File: config.mk
export PLATFORM = sky130hd
export DESIGN_NAME = sorted_insert_writer_flat
export DESIGN_NICKNAME = d
export VERILOG_FILES = /design/src/rtl/sorted_insert_writer_if.sv /design/src/rtl/sorted_insert_writer.sv /design/src/flat_wrapper.sv
export SDC_FILE = /design/constraint.sdc
export NUM_CORES = 1
export LEC_CHECK = 0
export ABC_AREA = 0
export CAP_MARGIN = 0
export CORE_MARGIN = 1
export CORE_UTILIZATION = 35
export DETAILED_ROUTE_END_ITERATION = 16
export GPL_TIMING_DRIVEN = 0
export HOLD_SLACK_MARGIN = 0.08
export PLACE_DENSITY = 0.65
export SETUP_SLACK_MARGIN = 0.02
export SLEW_MARGIN = 20
export SYNTH_ARGS = -nofsm -noshare
export SYNTH_HDL_FRONTEND = slang
export SYNTH_SLANG_ARGS = --single-unit
File: constraint.sdc
create_clock -name clk -period 3.2 [get_ports clk]
set_clock_uncertainty 0.2 [all_clocks]
set_input_delay 0.64 -clock clk [delete_from_list [all_inputs] [get_ports clk]]
set_output_delay 0.64 -clock clk [all_outputs]
set_load 0.01 [all_outputs]
File: src/rtl/sorted_insert_writer_if.sv
// Bus bundle for sorted_insert_writer: insert request, RAM port and status.
// WRITER_CLEAR_EN adds the clear request line.
interface sorted_insert_writer_if #(
    parameter int ADDR_W = 5,
    parameter int DATA_W = 8
);
    logic              start;
    logic [DATA_W-1:0] data_in;
    logic [DATA_W-1:0] ram_rdata;
    logic [ADDR_W-1:0] ram_addr;
    logic [DATA_W-1:0] ram_wdata;
    logic              ram_we;
    logic [ADDR_W:0]   count;
    logic              busy;
    logic              done;
    logic              full;
`ifdef WRITER_CLEAR_EN
    logic              clear;
`endif

    modport slave (
`ifdef WRITER_CLEAR_EN
        input  clear,
`endif
        input  start, data_in, ram_rdata,
        output ram_addr, ram_wdata, ram_we, count, busy, done, full
    );

    modport master (
`ifdef WRITER_CLEAR_EN
        output clear,
`endif
        output start, data_in, ram_rdata,
        input  ram_addr, ram_wdata, ram_we, count, busy, done, full
    );
endinterface

File: src/rtl/sorted_insert_writer.sv
// In-place insertion sort writer: each accepted start inserts one byte into an ascending RAM array.
// Optional feature macro WRITER_CLEAR_EN: clear input empties the array (count only) from IDLE.
module sorted_insert_writer #(
    parameter int ADDR_W = 5,
    parameter int DATA_W = 8
) (
    input  logic                   clk,
    input  logic                   reset_n,
    sorted_insert_writer_if.slave  bus
);
    localparam int CNT_W = ADDR_W + 1;
    localparam int DEPTH = 1 << ADDR_W;

    typedef enum logic [2:0] {S_IDLE, S_RD, S_CMP, S_INS, S_DONE} state_e;

    state_e            state_q, state_d;
    logic [ADDR_W-1:0] idx_q, idx_d;
    logic [ADDR_W-1:0] pos_q, pos_d;
    logic [DATA_W-1:0] data_q, data_d;
    logic [CNT_W-1:0]  count_q, count_d;

    logic              full;
    logic              clear_req;
    logic [ADDR_W-1:0] ram_addr;
    logic [DATA_W-1:0] ram_wdata;
    logic              ram_we;

    assign full = (count_q == CNT_W'(DEPTH));

`ifdef WRITER_CLEAR_EN
    assign clear_req = bus.clear;
`else
    assign clear_req = 1'b0;
`endif

    always_ff @(posedge clk) begin
        if (!reset_n) begin
            state_q <= S_IDLE;
            idx_q   <= '0;
            pos_q   <= '0;
            data_q  <= '0;
            count_q <= '0;
        end else begin
            state_q <= state_d;
            idx_q   <= idx_d;
            pos_q   <= pos_d;
            data_q  <= data_d;
            count_q <= count_d;
        end
    end

    always_comb begin
        state_d   = state_q;
        idx_d     = idx_q;
        pos_d     = pos_q;
        data_d    = data_q;
        count_d   = count_q;
        ram_addr  = '0;
        ram_wdata = '0;
        ram_we    = 1'b0;
        case (state_q)
            S_IDLE: begin
                if (clear_req) begin
                    count_d = '0;
                end else if (bus.start && !full) begin
                    data_d = bus.data_in;
                    if (count_q == '0) begin
                        pos_d   = '0;
                        state_d = S_INS;
                    end else begin
                        idx_d   = ADDR_W'(count_q - 1'b1);
                        state_d = S_RD;
                    end
                end
            end
            S_RD: begin
                ram_addr = idx_q;
                state_d  = S_CMP;
            end
            S_CMP: begin
                // Strictly greater shifts up, so equal keys keep arrival order.
                if (bus.ram_rdata > data_q) begin
                    ram_addr  = idx_q + 1'b1;
                    ram_wdata = bus.ram_rdata;
                    ram_we    = 1'b1;
                    if (idx_q == '0) begin
                        pos_d   = '0;
                        state_d = S_INS;
                    end else begin
                        idx_d   = idx_q - 1'b1;
                        state_d = S_RD;
                    end
                end else begin
                    pos_d   = idx_q + 1'b1;
                    state_d = S_INS;
                end
            end
            S_INS: begin
                ram_addr  = pos_q;
                ram_wdata = data_q;
                ram_we    = 1'b1;
                count_d   = count_q + 1'b1;
                state_d   = S_DONE;
            end
            S_DONE: begin
                if (!bus.start) state_d = S_IDLE;
            end
            default: state_d = S_IDLE;
        endcase
    end

    assign bus.ram_addr  = ram_addr;
    assign bus.ram_wdata = ram_wdata;
    assign bus.ram_we    = ram_we;
    assign bus.count     = count_q;
    assign bus.full      = full;
    assign bus.busy      = (state_q == S_RD) || (state_q == S_CMP) || (state_q == S_INS);
    assign bus.done      = (state_q == S_DONE);
endmodule

File: src/flat_wrapper.sv
// flat-port wrapper written by rule: the top's interface ports become plain ports
module sorted_insert_writer_flat 
#(
    parameter int ADDR_W = 5,
    parameter int DATA_W = 8
)
  (clk, reset_n, bus_start, bus_data_in, bus_ram_rdata, bus_ram_addr, bus_ram_wdata, bus_ram_we, bus_count, bus_busy, bus_done, bus_full);
  sorted_insert_writer_if #(.ADDR_W(ADDR_W), .DATA_W(DATA_W)) bus_i ();
  input  logic clk;
  input  logic reset_n;
  input wire logic [$bits(bus_i.start)-1:0] bus_start;
  input wire logic [$bits(bus_i.data_in)-1:0] bus_data_in;
  input wire logic [$bits(bus_i.ram_rdata)-1:0] bus_ram_rdata;
  output wire logic [$bits(bus_i.ram_addr)-1:0] bus_ram_addr;
  output wire logic [$bits(bus_i.ram_wdata)-1:0] bus_ram_wdata;
  output wire logic [$bits(bus_i.ram_we)-1:0] bus_ram_we;
  output wire logic [$bits(bus_i.count)-1:0] bus_count;
  output wire logic [$bits(bus_i.busy)-1:0] bus_busy;
  output wire logic [$bits(bus_i.done)-1:0] bus_done;
  output wire logic [$bits(bus_i.full)-1:0] bus_full;
  assign bus_i.start = bus_start;
  assign bus_i.data_in = bus_data_in;
  assign bus_i.ram_rdata = bus_ram_rdata;
  assign bus_ram_addr = bus_i.ram_addr;
  assign bus_ram_wdata = bus_i.ram_wdata;
  assign bus_ram_we = bus_i.ram_we;
  assign bus_count = bus_i.count;
  assign bus_busy = bus_i.busy;
  assign bus_done = bus_i.done;
  assign bus_full = bus_i.full;
  sorted_insert_writer #(.ADDR_W(ADDR_W), .DATA_W(DATA_W)) u_core (.clk(clk), .reset_n(reset_n), .bus(bus_i));
endmodule
==> flow_summary_export.csv, run 1 <==
group,metric,value,unit
run_status,status,"finished clean",
sta,max_freq,0.323,GHz
finish,seq_area,543,µm²
grt,grt_max_degree,16,
sta,final-setup-viol-count,0,
grt,antenna_found_initial,0,
floorplan,fp.dieH,73.8,µm
synth,ys_seq_area_share,30.0,%
sta,fin_crit,3100,ps
sta,whs,284,ps
sta,drv_slew,0,
clocking,clk_latency,280,ps
detailed_routing,avgViaCountPerCell,5.16,
grt,grt_overflow_total,0,
sta,post-route-period-util,96.8,%
sta,hold_violations,0,
flow_run,cap_viol_max_count,0,
finish,layout-drive-gt1-share,24.7,%
floorplan,die_w,73.8,µm
worst_setup_path,reg2reg_depth,10,
floorplan,io_pins,42,
worst_setup_path,crit_fanout,4,
grt,grtUsageTotal,19.0,%
grt,grt_pass1_wl,8130,µm
worst_setup_path,cp-end-kind,"output port",
detailed_routing,wl_per_cell,13.7,µm
sta,grt_setup_unrepaired,"no",
detailed_routing,ant_nets,0,
finish,n_antenna_cell,0,
clocking,cts_inserted_buffers,3,
power,power.share.combinational,48.9,%
power,p_int,0.000729,W
place,dp_hpwl,3400,µm
worst_setup_path,r2r-end,"u_core.idx_q[4]",
worst_hold_path,min_path_type,"reg -> reg",
synth,syn-instance-count,233,
power,p_leak,1.02,nW
sta,layout_setup_ws,104,ps
power,switchingPower,0.000465,W
floorplan,die-area,5440,µm²
clocking,cts_hold_buffers,0,
worst_setup_path,rr_startpoint,"u_core.state_q[2]",
clocking,path_clk_slew,100,ps
power,p_sw_share,38.9,%
power,p_per_area,475,nW/µm²
grt,grt_pass1_vias,1765,
worst_hold_path,hp-start,"u_core.pos_q[3]",
finish,fillerInstances,484,
clocking,cts_tree,"yes",
synth,syn_avg_cell_area,7.74,µm²
worst_setup_path,required,2360,ps
floorplan,start_util,37.2,%
worst_hold_path,holdPathEnd,"u_core.pos_q[3]",
synth,yosysUniqueCellTypes,50,
detailed_routing,drt-initial-drc-count,81,
detailed_routing,routed_wl,4930,µm
place,pre_cts_ws,-758,ps
worst_setup_path,critPathKind,"in -> out",
clocking,cts-root-buf,"clkbuf_8",
sta,relSlewSlack,45.8,%
worst_hold_path,hold_path_depth,2,
worst_setup_path,rrSetupSlack,360,ps
power,power_frac_seq,34.4,%
synth,ys_ff_latch,27,
finish,multi_input_area,1230,µm²
power,irDropWorstVdd,0.225,mV
finish,nNetsFinal,325,
synth,yosysWarnings,0,
place,io_buffers,41,
clocking,clock-sinks,27,
detailed_routing,num_vias,1854,
detailed_routing,drc,0,
finish,area_growth,39.4,%
synth,synth_nets,265,
detailed_routing,dr.pass1.iters,4,
floorplan,core,4850,µm²
clocking,clockBufferDepth,2,
place,gp_congestion,0.854,
sta,tightest_slew,807,ps
worst_setup_path,critPathArrivalTime,2260,ps
floorplan,rows,25,
power,power_frac_clock,16.8,%
clocking,htreeDepth,1,
worst_setup_path,start_kind,"input port",
synth,netlist_area,1800,µm²
power by group through the flow:
stage,clock network (W),registers [W],logic (W)
finish,0.000200,0.000410,0.000583
global route,0.000217,0.000417,0.000644
CTS,0.000207,0.000410,0.000570
detailed placement,0,0.000417,0.000517
global placement,0,0.000415,0.000515
floorplan,0,0.000407,0.000356
worst max-delay path by stage:
stage                            end  slack, ps             start
floorplan            bus_ram_addr[2]        370  bus_ram_rdata[5]
global placement     bus_ram_addr[2]       -770  bus_ram_rdata[1]
detailed placement   bus_ram_addr[3]       -760  bus_ram_rdata[1]
CTS                  bus_ram_addr[2]         20  bus_ram_rdata[4]
global route         bus_ram_addr[2]         20  bus_ram_rdata[1]
finish              bus_ram_wdata[7]        100  bus_ram_rdata[1]
kinds of logic after synthesis:
family          Yosys count  share of synthesized area, %
flops                    27                          30.0
xor+xnor                  7                          3.40
fa+ha+maj                13                          9.02
buf+inv                  34                          7.84
mux                       4                          2.22
simple gates             79                          20.9
compound gates           69                          26.6
metal layers:
| metal | track usage (%) | up-vias | routed length [µm] |
|---|---|---|---|
| met2 | 31.0 | 43 | 2260 |
| met3 | 1.92 | 6 | 195 |
| met5 | 0 | - | 0 |
| met1 | 26.8 | 862 | 2430 |
| met4 | 4.49 | 0 | 46 |
| li1 | - | 943 | - |
layout make-up:
class / instances / area share, %
Clock buffer: 3 / 1.64
Buffer: 14 / 2.79
Multi-Input combinational cell: 172 / 48.9
Timing Repair Buffer: 55 / 18.5
Tap cell: 67 / 3.33
Clock inverter: 1 / 0.199
Sequential cell: 27 / 21.6
Inverter: 20 / 2.99
stage by stage:
stage	area, µm²	setup TNS (ps)	std cells	utilization [%]	power [W]
finish	2510	0	359	51.8	0.00119
global route	2510	0	359	51.8	0.00128
CTS	2500	0	359	51.7	0.00119
detailed placement	2300	-9390	341	47.4	0.000933
global placement	2300	-9390	341	47.4	0.000930
floorplan	1800	0	233	-	0.000764
cell usage after synthesis (all sizes together):
library cell,n,area (µm²)
a21o,3,22.5
inv,19,71.3
nand2,19,71.3
nor2,32,120
nor3b,1,7.51
nand2b,2,12.5
mux2i,4,40.0
a22o,7,61.3
and2,2,12.5
o22ai,6,37.5
o311a,1,10.0
nor3,6,35.0
a211oi,3,40.0
a221oi,1,8.76
nor2b,1,6.26
a21boi,1,7.51
ha,13,163
nor4b,2,23.8
buf,8,43.8
a32oi,1,8.76
a31oi,3,25.0
and3,1,6.26
xnor2,2,17.5
nand4,5,31.3
xor2,5,43.8
o31a,1,8.76
a21oi,20,100
o41ai,1,8.76
clkinv,1,3.75
nand3,4,20.0
or2,3,23.8
o21ai,11,55.1
a311oi,2,23.8
o221ai,2,17.5
clkbuf,6,22.5
o211ai,2,15.0
a22oi,4,30.0
or3,1,6.26
dfxtp,27,541
registers in the layout, indices dropped and copies added, names as in the netlist:
name and flops:
u_core.bus.count 6, u_core.state_q 3, u_core.idx_q 5, u_core.data_q 8
u_core.pos_q 5
critical path, cell delays in order:
cell	delay, ps
buf_6	100
ha_4	250
nor2b_4	110
o211ai_1	90
a21o_1	210
a211oi_4	240
buf_4	160
buf_6	100
buf_6	90
a22o_1	120
buf_2	130
cell usage in the layout, fill, tap and decap left out, types with 5 or more instances in the layout:
master | Yosys | layout
nor2_1 | 32 | 31
dfxtp_1 | 27 | 25
clkdlybuf4s50_1 | 0 | 19
inv_1 | 18 | 18
nand2_1 | 19 | 18
a21oi_1 | 20 | 17
buf_2 | 5 | 13
buf_6 | 0 | 10
buf_4 | 2 | 10
a22o_1 | 7 | 7
clkbuf_2 | 0 | 7
clkbuf_1 | 6 | 6
o22ai_1 | 6 | 6
ha_4 | 0 | 6
ha_1 | 13 | 6
nor3_1 | 5 | 5
nand4_1 | 5 | 5
xor2_1 | 5 | 5
o21ai_0 | 10 | 5
timing repair:
item,CTS,global route
setup endpoints to repair,14,14
gates resized for setup,86,27
setup buffers,13,0
pin swaps,17,16
cloned,1,0
hold endpoints to repair,0,0
No activity file was read; power rests on OpenSTA's default activity.
==> inputs of run 2 (changes only) <==
--- a/config.mk
+++ b/config.mk
@@ -10,7 +10,6 @@
 export CORE_MARGIN = 1
 export CORE_UTILIZATION = 35
 export DETAILED_ROUTE_END_ITERATION = 16
-export GPL_TIMING_DRIVEN = 0
 export HOLD_SLACK_MARGIN = 0.08
 export PLACE_DENSITY = 0.65
 export SETUP_SLACK_MARGIN = 0.02
==> run 2 against run 1 <==
First-iteration DRC count is 35% lower. Wire length shrank 1.3%. Non-clock buffer count is 7 higher. Sequential share of layout area fell by 0.57 points. Utilization rose by 1.3 points. Critical path depth is 1 lower. Via count is 1.4% higher. Critical endpoint is now bus_ram_wdata[0].
==> flow_summary_export.csv, run 2 (same netlist as run 1, synthesis figures left out) <==
group,metric,value,unit
sta,fin_crit,3080,ps
worst_hold_path,holdPathEnd,"u_core.pos_q[2]",
detailed_routing,wl_per_cell,13.3,µm
clocking,cts_inserted_buffers,3,
sta,whs,283,ps
grt,antenna_found_initial,0,
grt,grt_overflow_total,0,
worst_setup_path,start_kind,"input port",
clocking,clock-sinks,27,
power,p_leak,1.06,nW
worst_setup_path,rrSetupSlack,660,ps
floorplan,io_pins,42,
sta,drv_slew,0,
detailed_routing,drt-initial-drc-count,53,
sta,tightest_slew,555,ps
sta,post-route-period-util,96.3,%
floorplan,fp.dieH,73.8,µm
worst_hold_path,hold_path_depth,2,
detailed_routing,dr_wl_met2,2290,µm
finish,layout-drive-gt1-share,27.8,%
detailed_routing,ant_nets,0,
sta,relSlewSlack,63.0,%
worst_setup_path,crit_fanout,5,
floorplan,die_w,73.8,µm
detailed_routing,top_layer,"met4",
sta,final-setup-viol-count,0,
finish,largest_register_ffs,8,
flow_run,cap_viol_max_count,0,
grt,grtUsageTotal,19.3,%
clocking,clockBufferDepth,2,
detailed_routing,routed_wl,4870,µm
detailed_routing,wl_met3,171,µm
finish,final_common_cell,"buf_4",
finish,final_cell_mix,"buf_4 (33), nor2_1 (30), dfxtp_1 (26)",
clocking,clk_latency,270,ps
place,dp_hpwl,3400,µm
detailed_routing,drc,0,
finish,nNetsFinal,332,
sta,max_freq,0.324,GHz
detailed_routing,num_vias,1880,
worst_setup_path,rr_startpoint,"u_core.state_q[0]",
clocking,cts-root-buf,"clkbuf_8",
finish,fillerInstances,476,
sta,layout_setup_ws,118,ps
grt,grt_pass1_wl,8140,µm
place,gp_congestion,0.808,
finish,area_growth,42.9,%
worst_hold_path,min_path_type,"reg -> reg",
detailed_routing,avgViaCountPerCell,5.14,
worst_setup_path,required,2360,ps
finish,n_antenna_cell,0,
power,p_per_area,465,nW/µm²
detailed_routing,wl_met1,2360,µm
power,irDropWorstVdd,0.327,mV
detailed_routing,dr.pass1.iters,4,
place,io_buffers,41,
worst_setup_path,reg2reg_depth,8,
worst_setup_path,cp-end-kind,"output port",
worst_hold_path,hp-start,"u_core.pos_q[2]",
floorplan,rows,25,
worst_setup_path,critPathKind,"in -> out",
clocking,htreeDepth,1,
worst_setup_path,critPathArrivalTime,2240,ps
run_status,status,"finished clean",
worst_setup_path,r2r-end,"u_core.idx_q[4]",
sta,hold_violations,0,
grt,grt_pass1_vias,1748,
floorplan,die-area,5440,µm²
clocking,path_clk_slew,90,ps
floorplan,core,4850,µm²
grt,grt_max_degree,16,
floorplan,start_util,37.2,%
finish,largest_register,"u_core.data_q",
place,pre_cts_ws,-646,ps
sta,grt_setup_unrepaired,"no",
clocking,cts_tree,"yes",
-- run 2: cell types whose count changed in the layout (fill, tap and decap cells not counted), sizes merged --
cell,previous run,this run
clkdlybuf4s15,2,4
clkinv,2,1
clkbuf,16,9
buf,34,47
-- run 2: final cells by class --
cell class	count	area, µm²	share of cell area, %
Tap cell	67	83.8	3.25
Clock buffer	4	45.0	1.75
Sequential cell	27	542	21.0
Multi-Input combinational cell	172	1230	47.6
Timing Repair Buffer	76	604	23.5
Inverter	20	75.1	2.91
-- run 2: what timing repair did --
item / CTS / global route
setup endpoints to repair: 14 / 14
hold buffers: 0 / 0
gates resized for setup: 79 / 21
pin swaps: 16 / 9
buffers inserted: 18 / 0
-- run 2: worst max-delay path, cell delays in order --
cell             delay, ps
buf_6                  100
ha_4                   260
nor2b_4                120
o211ai_1                90
a21o_1                 210
buf_4                  150
a21oi_2                150
nand2_2                130
o21ai_1                150
clkdlybuf4s15_1        250
-- run 2: layer usage --
metal | vias to the layer above | track usage [%]
met5 | - | 0
met3 | 6 | 3.57
met2 | 33 | 32.3
met1 | 884 | 26.0
met4 | 0 | 3.42
li1 | 957 | -
-- run 2: per-stage QoR --
stage,setup TNS [ps],instance area (µm²),utilization (%),power [W],instances
after floorplan,0,1800,-,0.000764,233
after CTS,0,2610,53.9,0.00120,367
after detailed placement,-8580,2370,48.9,0.000961,345
final,0,2580,53.1,0.00120,366
after global routing,0,2580,53.1,0.00129,366
after global placement,-7780,2370,48.9,0.000956,345
-- run 2: where the power goes --
| group | switching, W | total, W | internal [W] |
|---|---|---|---|
| clock network | 0.000106 | 0.000196 | 0.0000893 |
| logic | 0.000290 | 0.000574 | 0.000284 |
| registers | 0.0000530 | 0.000427 | 0.000374 |
-- run 2: how the worst max path moves through the flow --
stage                           startpoint  depth (start not counted)          endpoint  slack [ps]
after floorplan           bus_ram_rdata[5]                          8   bus_ram_addr[2]         370
after global placement    bus_ram_rdata[1]                          9   bus_ram_addr[3]        -590
after detailed placement  bus_ram_rdata[1]                          9   bus_ram_addr[2]        -650
after CTS                 bus_ram_rdata[2]                          9  bus_ram_wdata[0]          20
after global routing      bus_ram_rdata[1]                         11  bus_ram_wdata[3]          20
final                     bus_ram_rdata[1]                         10  bus_ram_wdata[0]         120
